--- src/rtl/regfile_pkg.sv ---
// Shared definitions for the register-file write-back arbiter.
//   REG_ADDR_W  : width of a register address
//   NUM_REGS    : number of architectural registers
//   REG_PC      : address of the PC register (R15). The register file reloads it every cycle.
//   arb_state_t : round-robin priority state for contended grants
//   pend_onehot : one-hot pending bit for an address. R15 never shows as pending.
package regfile_pkg;

    localparam int REG_ADDR_W = 4;
    localparam int NUM_REGS   = 16;
    localparam logic [REG_ADDR_W-1:0] REG_PC = 4'hF;

    typedef enum logic {PRI0, PRI1} arb_state_t;

    function automatic logic [NUM_REGS-1:0] pend_onehot(input logic [REG_ADDR_W-1:0] addr);
        logic [NUM_REGS-1:0] mask;
        mask = '0;
        if (addr != REG_PC) begin
            mask[addr] = 1'b1;
        end
        return mask;
    endfunction

endpackage

--- src/rtl/regfile_wb_arbiter_if.sv ---
// Bus between the write-back requesters and the arbiter.
//   req0_* / req1_*  : valid/ready write requests (addr, data)
//   we3 / a3 / wd3   : register file write port
//   pend_mask        : registers with a write held in a slot
//   r15_drop         : pulse when a held R15 write is retired without writing
//   busy             : at least one slot is full
// Modports:
//   master : requester and register-file side
//   slave  : arbiter side
interface regfile_wb_arbiter_if
    import regfile_pkg::*;
#(
    parameter int N = 32
);
    logic                  req0_valid;
    logic                  req0_ready;
    logic [REG_ADDR_W-1:0] req0_addr;
    logic [N-1:0]          req0_data;
    logic                  req1_valid;
    logic                  req1_ready;
    logic [REG_ADDR_W-1:0] req1_addr;
    logic [N-1:0]          req1_data;
    logic                  we3;
    logic [REG_ADDR_W-1:0] a3;
    logic [N-1:0]          wd3;
    logic [NUM_REGS-1:0]   pend_mask;
    logic                  r15_drop;
    logic                  busy;

    modport master (
        output req0_valid, req0_addr, req0_data,
        output req1_valid, req1_addr, req1_data,
        input  req0_ready, req1_ready,
        input  we3, a3, wd3, pend_mask, r15_drop, busy
    );

    modport slave (
        input  req0_valid, req0_addr, req0_data,
        input  req1_valid, req1_addr, req1_data,
        output req0_ready, req1_ready,
        output we3, a3, wd3, pend_mask, r15_drop, busy
    );

endinterface

--- src/rtl/regfile_wb_slot.sv ---
// One-entry holding buffer for a write-back request.
//   clk, rst            : clock and synchronous active-low reset
//   in_valid/in_ready   : accept handshake. Ready is also high while the entry is being retired.
//   in_addr/in_data     : captured when in_valid && in_ready
//   retire              : the arbiter is consuming the held entry this cycle
//   load                : accept strobe, used for age and pending tracking
//   full/addr/data      : held entry
module wb_slot
    import regfile_pkg::*;
#(
    parameter int N = 32
) (
    input  logic                  clk,
    input  logic                  rst,
    input  logic                  in_valid,
    output logic                  in_ready,
    input  logic [REG_ADDR_W-1:0] in_addr,
    input  logic [N-1:0]          in_data,
    input  logic                  retire,
    output logic                  load,
    output logic                  full,
    output logic [REG_ADDR_W-1:0] addr,
    output logic [N-1:0]          data
);

    logic                  full_reg;
    logic [REG_ADDR_W-1:0] addr_reg;
    logic [N-1:0]          data_reg;

    // Accepting while the entry is retired gives one transfer per cycle.
    assign in_ready = !full_reg || retire;
    assign load     = in_valid && in_ready;

    always_ff @(posedge clk) begin
        if (!rst) begin
            full_reg <= 1'b0;
            addr_reg <= '0;
            data_reg <= '0;
        end else if (load) begin
            full_reg <= 1'b1;
            addr_reg <= in_addr;
            data_reg <= in_data;
        end else if (retire) begin
            full_reg <= 1'b0;
        end
    end

    assign full = full_reg;
    assign addr = addr_reg;
    assign data = data_reg;

endmodule

--- src/rtl/regfile_wb_arbiter.sv ---
// Shares the register file's single write port between two write-back requesters.
// Each requester has one holding slot. At most one slot is retired per cycle.
// Grant order:
//   - a lone full slot is granted;
//   - same-address pairs are granted oldest first, and slot 0 wins a tie;
//   - other pairs are granted by a round-robin state.
// Writes to the PC register are dropped, and r15_drop pulses when that happens.
//   clk : clock
//   rst : synchronous active-low reset
//   bus : requester handshakes, register-file write port, pend_mask/r15_drop/busy
module regfile_wb_arbiter
    import regfile_pkg::*;
#(
    parameter int N    = 32,
    parameter int NREQ = 2
) (
    input  logic                  clk,
    input  logic                  rst,
    regfile_wb_arbiter_if.slave   bus
);

    typedef struct packed {
        logic                  full;
        logic [REG_ADDR_W-1:0] addr;
        logic [N-1:0]          data;
    } wb_slot_t;

    wb_slot_t              slot      [NREQ];
    logic [NREQ-1:0]       in_valid;
    logic [NREQ-1:0]       in_ready;
    logic [NREQ-1:0]       load;
    logic [NREQ-1:0]       grant;
    logic [NREQ-1:0]       slot_full;
    logic [REG_ADDR_W-1:0] in_addr   [NREQ];
    logic [N-1:0]          in_data   [NREQ];
    logic [REG_ADDR_W-1:0] slot_addr [NREQ];
    logic [N-1:0]          slot_data [NREQ];

    arb_state_t            state_reg;
    logic                  age_reg;       // 1: slot 1 holds the older entry
    logic                  age_next;
    logic [NUM_REGS-1:0]   pend_reg;
    logic [NUM_REGS-1:0]   pend_next;

    logic                  both_full;
    logic                  same_addr;
    logic                  contended;
    logic                  grant_any;
    logic                  grant_sel;
    logic [REG_ADDR_W-1:0] grant_addr;
    logic [N-1:0]          grant_data;
    logic [NREQ-1:0]       next_full;
    logic [REG_ADDR_W-1:0] next_addr [NREQ];

    assign in_valid[0]    = bus.req0_valid;
    assign in_valid[1]    = bus.req1_valid;
    assign in_addr[0]     = bus.req0_addr;
    assign in_addr[1]     = bus.req1_addr;
    assign in_data[0]     = bus.req0_data;
    assign in_data[1]     = bus.req1_data;
    assign bus.req0_ready = in_ready[0];
    assign bus.req1_ready = in_ready[1];

    genvar gi;
    generate
        for (gi = 0; gi < NREQ; gi++) begin : g_slot
            wb_slot #(.N(N)) u_slot (
                .clk      (clk),
                .rst      (rst),
                .in_valid (in_valid[gi]),
                .in_ready (in_ready[gi]),
                .in_addr  (in_addr[gi]),
                .in_data  (in_data[gi]),
                .retire   (grant[gi]),
                .load     (load[gi]),
                .full     (slot_full[gi]),
                .addr     (slot_addr[gi]),
                .data     (slot_data[gi])
            );

            assign slot[gi] = {slot_full[gi], slot_addr[gi], slot_data[gi]};

            // Slot contents after this edge. These feed the registered pending mask.
            assign next_full[gi] = load[gi] || (slot[gi].full && !grant[gi]);
            assign next_addr[gi] = load[gi] ? in_addr[gi] : slot[gi].addr;
        end
    endgenerate

    // The grant depends only on slot flops and arbiter state.
    // This keeps the request valids off any path to the write port.
    always_comb begin
        both_full = slot[0].full && slot[1].full;
        same_addr = slot[0].addr == slot[1].addr;
        contended = both_full && !same_addr;
        grant     = '0;
        if (both_full) begin
            if (same_addr) begin
                grant = age_reg ? 2'b10 : 2'b01;
            end else begin
                grant = (state_reg == PRI0) ? 2'b01 : 2'b10;
            end
        end else begin
            grant = {slot[1].full, slot[0].full};
        end
        grant_any  = |grant;
        grant_sel  = grant[1];
        grant_addr = slot[grant_sel].addr;
        grant_data = slot[grant_sel].data;
    end

    always_comb begin
        bus.we3      = grant_any && (grant_addr != REG_PC);
        bus.r15_drop = grant_any && (grant_addr == REG_PC);
        bus.a3       = bus.we3 ? grant_addr : '0;
        bus.wd3      = bus.we3 ? grant_data : '0;
    end

    // The age flag is only meaningful while both slots hold entries.
    // It names the slot whose entry survived the edge while the other slot was loaded.
    always_comb begin
        age_next = 1'b0;
        if (next_full[0] && next_full[1]) begin
            if (load[0] && !load[1]) begin
                age_next = 1'b1;
            end else if (load[1] && !load[0]) begin
                age_next = 1'b0;
            end else if (load[0] && load[1]) begin
                age_next = 1'b0;
            end else begin
                age_next = age_reg;
            end
        end
    end

    always_comb begin
        pend_next = '0;
        for (int i = 0; i < NREQ; i++) begin
            if (next_full[i]) begin
                pend_next = pend_next | pend_onehot(next_addr[i]);
            end
        end
    end

    always_ff @(posedge clk) begin
        if (!rst) begin
            state_reg <= PRI0;
            age_reg   <= 1'b0;
            pend_reg  <= '0;
        end else begin
            age_reg  <= age_next;
            pend_reg <= pend_next;
            // Only a different-address pair moves the round-robin pointer.
            if (contended) begin
                state_reg <= (state_reg == PRI0) ? PRI1 : PRI0;
            end
            assert ($onehot0(grant));
            assert (!(bus.we3 && bus.r15_drop));
        end
    end

    assign bus.pend_mask = pend_reg;
    assign bus.busy      = |slot_full;

endmodule

--- src/flat_wrapper.sv ---
// flat-port wrapper written by rule: the top's interface ports become plain ports
module regfile_wb_arbiter_flat import regfile_pkg::*;
#(
    parameter int N    = 32,
    parameter int NREQ = 2
)
  (clk, rst, bus_req0_valid, bus_req0_addr, bus_req0_data, bus_req1_valid, bus_req1_addr, bus_req1_data, bus_req0_ready, bus_req1_ready, bus_we3, bus_a3, bus_wd3, bus_pend_mask, bus_r15_drop, bus_busy);
  regfile_wb_arbiter_if #(.N(N)) bus_i ();
  input  logic clk;
  input  logic rst;
  input wire logic [$bits(bus_i.req0_valid)-1:0] bus_req0_valid;
  input wire logic [$bits(bus_i.req0_addr)-1:0] bus_req0_addr;
  input wire logic [$bits(bus_i.req0_data)-1:0] bus_req0_data;
  input wire logic [$bits(bus_i.req1_valid)-1:0] bus_req1_valid;
  input wire logic [$bits(bus_i.req1_addr)-1:0] bus_req1_addr;
  input wire logic [$bits(bus_i.req1_data)-1:0] bus_req1_data;
  output wire logic [$bits(bus_i.req0_ready)-1:0] bus_req0_ready;
  output wire logic [$bits(bus_i.req1_ready)-1:0] bus_req1_ready;
  output wire logic [$bits(bus_i.we3)-1:0] bus_we3;
  output wire logic [$bits(bus_i.a3)-1:0] bus_a3;
  output wire logic [$bits(bus_i.wd3)-1:0] bus_wd3;
  output wire logic [$bits(bus_i.pend_mask)-1:0] bus_pend_mask;
  output wire logic [$bits(bus_i.r15_drop)-1:0] bus_r15_drop;
  output wire logic [$bits(bus_i.busy)-1:0] bus_busy;
  assign bus_i.req0_valid = bus_req0_valid;
  assign bus_i.req0_addr = bus_req0_addr;
  assign bus_i.req0_data = bus_req0_data;
  assign bus_i.req1_valid = bus_req1_valid;
  assign bus_i.req1_addr = bus_req1_addr;
  assign bus_i.req1_data = bus_req1_data;
  assign bus_req0_ready = bus_i.req0_ready;
  assign bus_req1_ready = bus_i.req1_ready;
  assign bus_we3 = bus_i.we3;
  assign bus_a3 = bus_i.a3;
  assign bus_wd3 = bus_i.wd3;
  assign bus_pend_mask = bus_i.pend_mask;
  assign bus_r15_drop = bus_i.r15_drop;
  assign bus_busy = bus_i.busy;
  regfile_wb_arbiter #(.N(N), .NREQ(NREQ)) u_core (.clk(clk), .rst(rst), .bus(bus_i));
endmodule
--- config.mk ---
export PLATFORM = sky130hd
export DESIGN_NAME = regfile_wb_arbiter_flat
export DESIGN_NICKNAME = d
export VERILOG_FILES = /design/src/rtl/regfile_pkg.sv /design/src/rtl/regfile_wb_arbiter_if.sv /design/src/rtl/regfile_wb_slot.sv /design/src/rtl/regfile_wb_arbiter.sv /design/src/flat_wrapper.sv
export SDC_FILE = /design/constraint.sdc
export NUM_CORES = 1
export LEC_CHECK = 0
export ABC_CLOCK_PERIOD_IN_PS = 4220
export CELL_PAD_IN_SITES_DETAIL_PLACEMENT = 2
export CELL_PAD_IN_SITES_GLOBAL_PLACEMENT = 2
export CORE_MARGIN = 3
export CORE_UTILIZATION = 25
export CTS_CLUSTER_SIZE = 40
export DETAILED_ROUTE_END_ITERATION = 6
export PLACE_DENSITY_LB_ADDON = 0.25
export SETUP_SLACK_MARGIN = 0.4
export SKIP_CTS_REPAIR_TIMING = 1
export SLEW_MARGIN = 10
export SYNTH_ARGS = -nofsm -noshare
export SYNTH_HDL_FRONTEND = slang
export SYNTH_SLANG_ARGS = --single-unit
--- constraint.sdc ---
create_clock -name clk -period 4.22 [get_ports clk]
set_input_delay 0.844 -clock clk [delete_from_list [all_inputs] [get_ports clk]]
set_output_delay 0.844 -clock clk [all_outputs]
set_load 0.005 [all_outputs]
==> results.cfg, run 1 <==
[outcome]
outcome = finished clean

[grt]
grt_pass1_wl_mm = 33.7
grt_pass1_vias = 5823
antenna_found_initial = 0
grt_overflow_total = 0
grt_max_degree = 46
track_usage_pct = 19.9

[setup_path]
critPathCaptureType = primary output
cp-start-kind = register
cp.arrival_ps = 3010
path_class = reg -> out
cp_data_required_time_ps = 3380
critical_path.max_fanout = 16

[routing]
antenna_left = 0
drt-pass1-iter-count = 5
drcViolationCount = 0
drt-initial-drc-count = 313
wire_per_inst_microns = 22.8
vias_per_cell = 5.41
via_count = 5392
wirelength_mm = 22.8

[logic_synthesis]
yosys.area.top_type_share_pct = 37.6
syn_inst = 634
ys_top_cells_by_area = dfxtp_1 (38%), nand3_1 (13%), a21oi_1 (6.7%), nand2_1 (5.7%), a22oi_1 (5.6%)
synth_seq_cells = 91
async_flop_share_pct = 0
synth_nets = 710
synth_top_cell_by_area = dfxtp_1
yosysSeqAreaShare_pct = 37.6
syn_area_sq_um = 4850
ys_warn_count = 0
synth_edf_count = 0
ys.flop_type = dfxtp_1
ys_types = 53
postSynthAreaPerCell_sq_um = 7.64

[clock_network]
cts_tree = done
clk_pin_slew_ps = 70
numCtsBuffers = 9
worstSkewPairLatency_ps = 360
clock_sinks = 91
clk_path_buf_depth = 2
h-tree-depth = 3
ctsRootBufferMaster = clkbuf_16

[placement]
portBuffers = 131
place_hpwl_mm = 14.7
placed_area_sq_um = 6290
routabilityCongestion = 0.903
numPlacedInstances = 973

[finish]
fillers = 2142
diodes = 0
largest_reg_flops = 64
utilization_pct = 36.3
stdcell_count = 997
final_layout_size_suffix_gt1_share_pct = 11.0
nets = 808
area.growth.synth_to_final_pct = 41.7
design_area_sq_um = 6870

[timing]
slew-limit-headroom_pct = 47.6
min_period_ps = 3850
worst_pin_slew_ps = 782
drv_slew = 0
finalHoldViolCount = 0
max_freq_mhz = 260
rsz0062_at_grt = true
period_share_pct = 91.3
tns_ps = 0
setup_viol_count_final = 0
finClkSkew_ps = 11.7

[power_and_ir_drop]
p_total_mw = 2.23
leakage_nw = 2.31
powerDensity_nw_per_um2 = 325
ir_drop_v = 0.000196

[floorplan]
die_w_microns = 145
io-pin-count = 133
die_height_microns = 145
num_rows = 50
dieArea_sq_um = 21100
initial_core_util_pct = 25.6
core_sq_um = 18900

[hold_path]
hold_class = reg -> reg

[job]
maxCapViolCount = 0
==> synth_stat cells, types with 3 or more instances <==
cell type	n
nand4_1	5
mux2i_1	9
a22oi_1	36
nand2b_1	3
nor2_1	18
xor2_1	4
inv_1	5
o21a_1	3
xnor2_1	4
a21oi_1	65
nor3b_1	3
a41oi_1	10
buf_2	20
o21ai_0	37
clkbuf_1	40
nand3b_1	8
nor2b_1	5
o41a_1	3
nand2_1	73
buf_4	3
or3_1	11
nand3_1	129
buf_6	4
nor3_1	8
dfxtp_1	91
==> cells by family after synthesis <==
family	synth area share, %
other	0.0774
flip-flops	37.6
multiplexers	2.87
AND/OR/NAND/NOR	28.7
buffers and inverters	7.31
XOR/XNOR	1.45
AO/OA/AOI/OAI	22.1
==> layout make-up <==
cell class	count	area, sq um	share of cell area [%]
clock inverter	6	73.8	1.08
sequential	91	1850	26.9
timing repair buffer	154	1520	22.1
tap	260	325	4.74
multi-input combinational	469	2850	41.4
clock buffer	10	229	3.33
inverter	7	28.8	0.419
==> worst max-delay path: stages (launching register included) <==
cell and delay (ps):
dfxtp_4 400, xor2_1 220, o41ai_2 480, buf_4 190, o211a_4 180, buf_4 210
o21ai_0 190, a22oi_1 220, clkdlybuf4s50_1 560
==> final timing paths <==
kind	endpoint	start	slack, ps	cells past startpoint
max	bus_wd3[25]	u_core.g_slot[0].u_slot.addr[0]	370	8
min reg2reg	u_core.g_slot[0].u_slot.data[24]	u_core.g_slot[0].u_slot.data[24]	460	2
min	u_core.g_slot[0].u_slot.data[24]	u_core.g_slot[0].u_slot.data[24]	460	2
max reg2reg	u_core.bus.pend_mask[12]	u_core.g_slot[0].u_slot.full	1250	7
==> cells in the final DEF, fill, tap and decap left out, types with 8 or more instances in the layout <==
cell	netlist	routed
dfxtp_1	91	82
nand2_1	73	73
clkbuf_16	0	9
buf_4	3	19
a21oi_1	65	65
nor3_1	8	8
clkdlybuf4s50_1	0	129
nor2_1	18	18
nand3b_1	8	8
o21ai_0	37	36
or3_1	11	11
a22oi_1	36	33
a41oi_1	10	10
nand3_1	129	128
mux2i_1	9	9
==> routing by layer <==
layer	up-vias	GRT usage, %	wire [microns]	share of wire, %
li1	2484	-	-	-
met1	2740	26.3	10300	45
met2	148	33.4	11100	49
met3	20	3.75	1060	4.7
met4	0	5.22	347	1.5
met5	-	0	0	0
==> power by group <==
part           internal (mW)  switching (mW)  total [mW]  leakage, nW
logic                  0.190           0.246       0.436         1.42
registers              0.903          0.0418       0.945        0.752
clock network          0.467           0.382       0.849        0.141
total                   1.56           0.670        2.23         2.31
==> through the flow <==
| step | hold slack [ps] | worst slack (ps) |
|---|---|---|
| final | 459 | 369 |
| after global routing | 487 | 247 |
| after CTS | 459 | -145 |
| after detailed placement | 447 | 212 |
| after global placement | 439 | 367 |
| after floorplan | 433 | 1530 |
(Power assumes the default switching activity.)
==> inputs of run 2 (changes only) <==
Settings changed: ABC_CLOCK_PERIOD_IN_PS 4220 to 4300, CAP_MARGIN set to 20, CTS_CLUSTER_SIZE 40 to 12.
Clock period 4.22 ns to 4.3 ns, I/O delays scaled along.
==> results.cfg, run 2 (synthesized netlist as in run 1, its figures left out) <==
[outcome]
outcome = finished clean

[clock_network]
clk_pin_slew_ps = 70
h-tree-depth = 3
cts_tree = done
numCtsBuffers = 9
worstSkewPairLatency_ps = 350
clock_sinks = 91
clk_path_buf_depth = 2
ctsRootBufferMaster = clkbuf_16

[setup_path]
critPathCaptureType = primary output
cp_slowest_cell = clkdlybuf4s50_1
timing.rr.start = u_core.g_slot[0].u_slot.addr[1]
path_class = reg -> out
reg2reg_slack_ps = 1610
r2r_end = u_core.bus.pend_mask[12]
critical_path.max_fanout = 26
cp-start-kind = register
cp_cell_sequence = xor2_1 -> o41ai_2 -> a21boi_4 -> o211ai_4 -> buf_16 -> a22oi_1 -> clkdlybuf4s50_1
cp_data_required_time_ps = 3440
cp.arrival_ps = 2910
ff2ff_path_depth = 6
max_stage_delay_ps = 560

[floorplan]
io-pin-count = 133
dieArea_sq_um = 21100
die_w_microns = 145
num_rows = 50
die_height_microns = 145
initial_core_util_pct = 25.6
core_sq_um = 18900

[routing]
wire_per_inst_microns = 21.5
dr.max_layer_used = met4
drt-initial-drc-count = 310
antenna_left = 0
drcViolationCount = 0
via_count = 5369
vias_per_cell = 5.41
met1_length_mm = 10.2
met2_length_mm = 9.90
wirelength_mm = 21.4
wl_met3_microns = 951
drt-pass1-iter-count = 5

[finish]
final_common_cell = clkdlybuf4s50_1
fillers = 2160
design_area_sq_um = 6720
area.growth.synth_to_final_pct = 38.6
nets = 803
ff_latch_area_sq_um = 1850
largest_reg_flops = 64
diodes = 0
layout_common_cells = clkdlybuf4s50_1 (129), nand3_1 (128), dfxtp_1 (82), nand2_1 (73), a21oi_1 (65)
multiInputGateArea_sq_um = 2750
final_layout_size_suffix_gt1_share_pct = 9.84

[grt]
antenna_found_initial = 0
grt_max_degree = 46
grt_overflow_total = 0
track_usage_pct = 19.6
grt_pass1_vias = 5812
grt_pass1_wl_mm = 33.5

[placement]
place_hpwl_mm = 14.6
portBuffers = 131
dp_slack_ps = 272
routabilityCongestion = 0.855
placed_area_sq_um = 6280

[power_and_ir_drop]
leakage_nw = 2.28
powerDensity_nw_per_um2 = 314
ir_drop_v = 0.000188

[hold_path]
hold_depth = 2
min_to = u_core.g_slot[0].u_slot.data[16]
hold_class = reg -> reg
hold_start = u_core.g_slot[0].u_slot.data[16]

[timing]
finalHoldViolCount = 0
min_period_ps = 3770
rsz0062_at_grt = false
slew-limit-headroom_pct = 54.1
max_freq_mhz = 265
period_share_pct = 87.7
setup_viol_count_final = 0
worst_pin_slew_ps = 685
drv_slew = 0
finClkSkew_ps = 10.4
fin_ws_ps = 528
holdWs_ps = 455

[job]
maxCapViolCount = 0
==> run 2: routing by layer <==
metal / GRT usage (%) / vias up
li1: - / 2485
met2: 31.9 / 140
met3: 3.59 / 19
met5: 0 / -
met4: 5.08 / 0
met1: 26.9 / 2725
==> run 2: worst max path at each step <==
stage                                    start          end  depth (start not counted)
2_1_floorplan  u_core.g_slot[0].u_slot.addr[1]    bus_a3[1]                          7
3_3_place_gp   u_core.g_slot[1].u_slot.addr[1]    bus_a3[0]                          6
4_1_cts        u_core.g_slot[1].u_slot.addr[0]  bus_wd3[30]                          6
3_5_place_dp   u_core.g_slot[1].u_slot.addr[1]    bus_a3[0]                          6
5_1_grt        u_core.g_slot[0].u_slot.addr[1]  bus_wd3[26]                          8
6_report       u_core.g_slot[0].u_slot.addr[2]  bus_wd3[30]                          7
==> run 2: report_power, final <==
group          internal (mW)  switching, mW
Sequential             0.886         0.0415
Combinational          0.177          0.225
Clock                  0.412          0.366
Total                   1.48          0.632
==> run 2: per-stage QoR <==
step                TNS, ps  total power [mW]  std cells  util (%)
floorplan                 0              1.13        634         -
global placement          0              1.32        972      33.3
detailed placement        0              1.33        972      33.3
CTS                   -1350              2.12        988      34.8
global route              0              2.21        992      35.6
finish                    0              2.11        992      35.6
==> run 2: worst max-delay path: cells and delay by family, from the launching register on <==
family,cells,cell delay (ps)
DFF,1,370
buffers and inverters,2,770
xor gates and xnor gates,1,220
AOI/OAI and AO/OA,4,1200
==> run 2: layout make-up <==
cell class / instances / area share [%]
clock buffers: 10 / 3.56
flip-flops and latches: 91 / 27.5
inverters: 7 / 0.428
repair buffers: 151 / 22.0
well taps: 260 / 4.84
multi-input cells: 467 / 41.0
clock inverters: 6 / 0.689
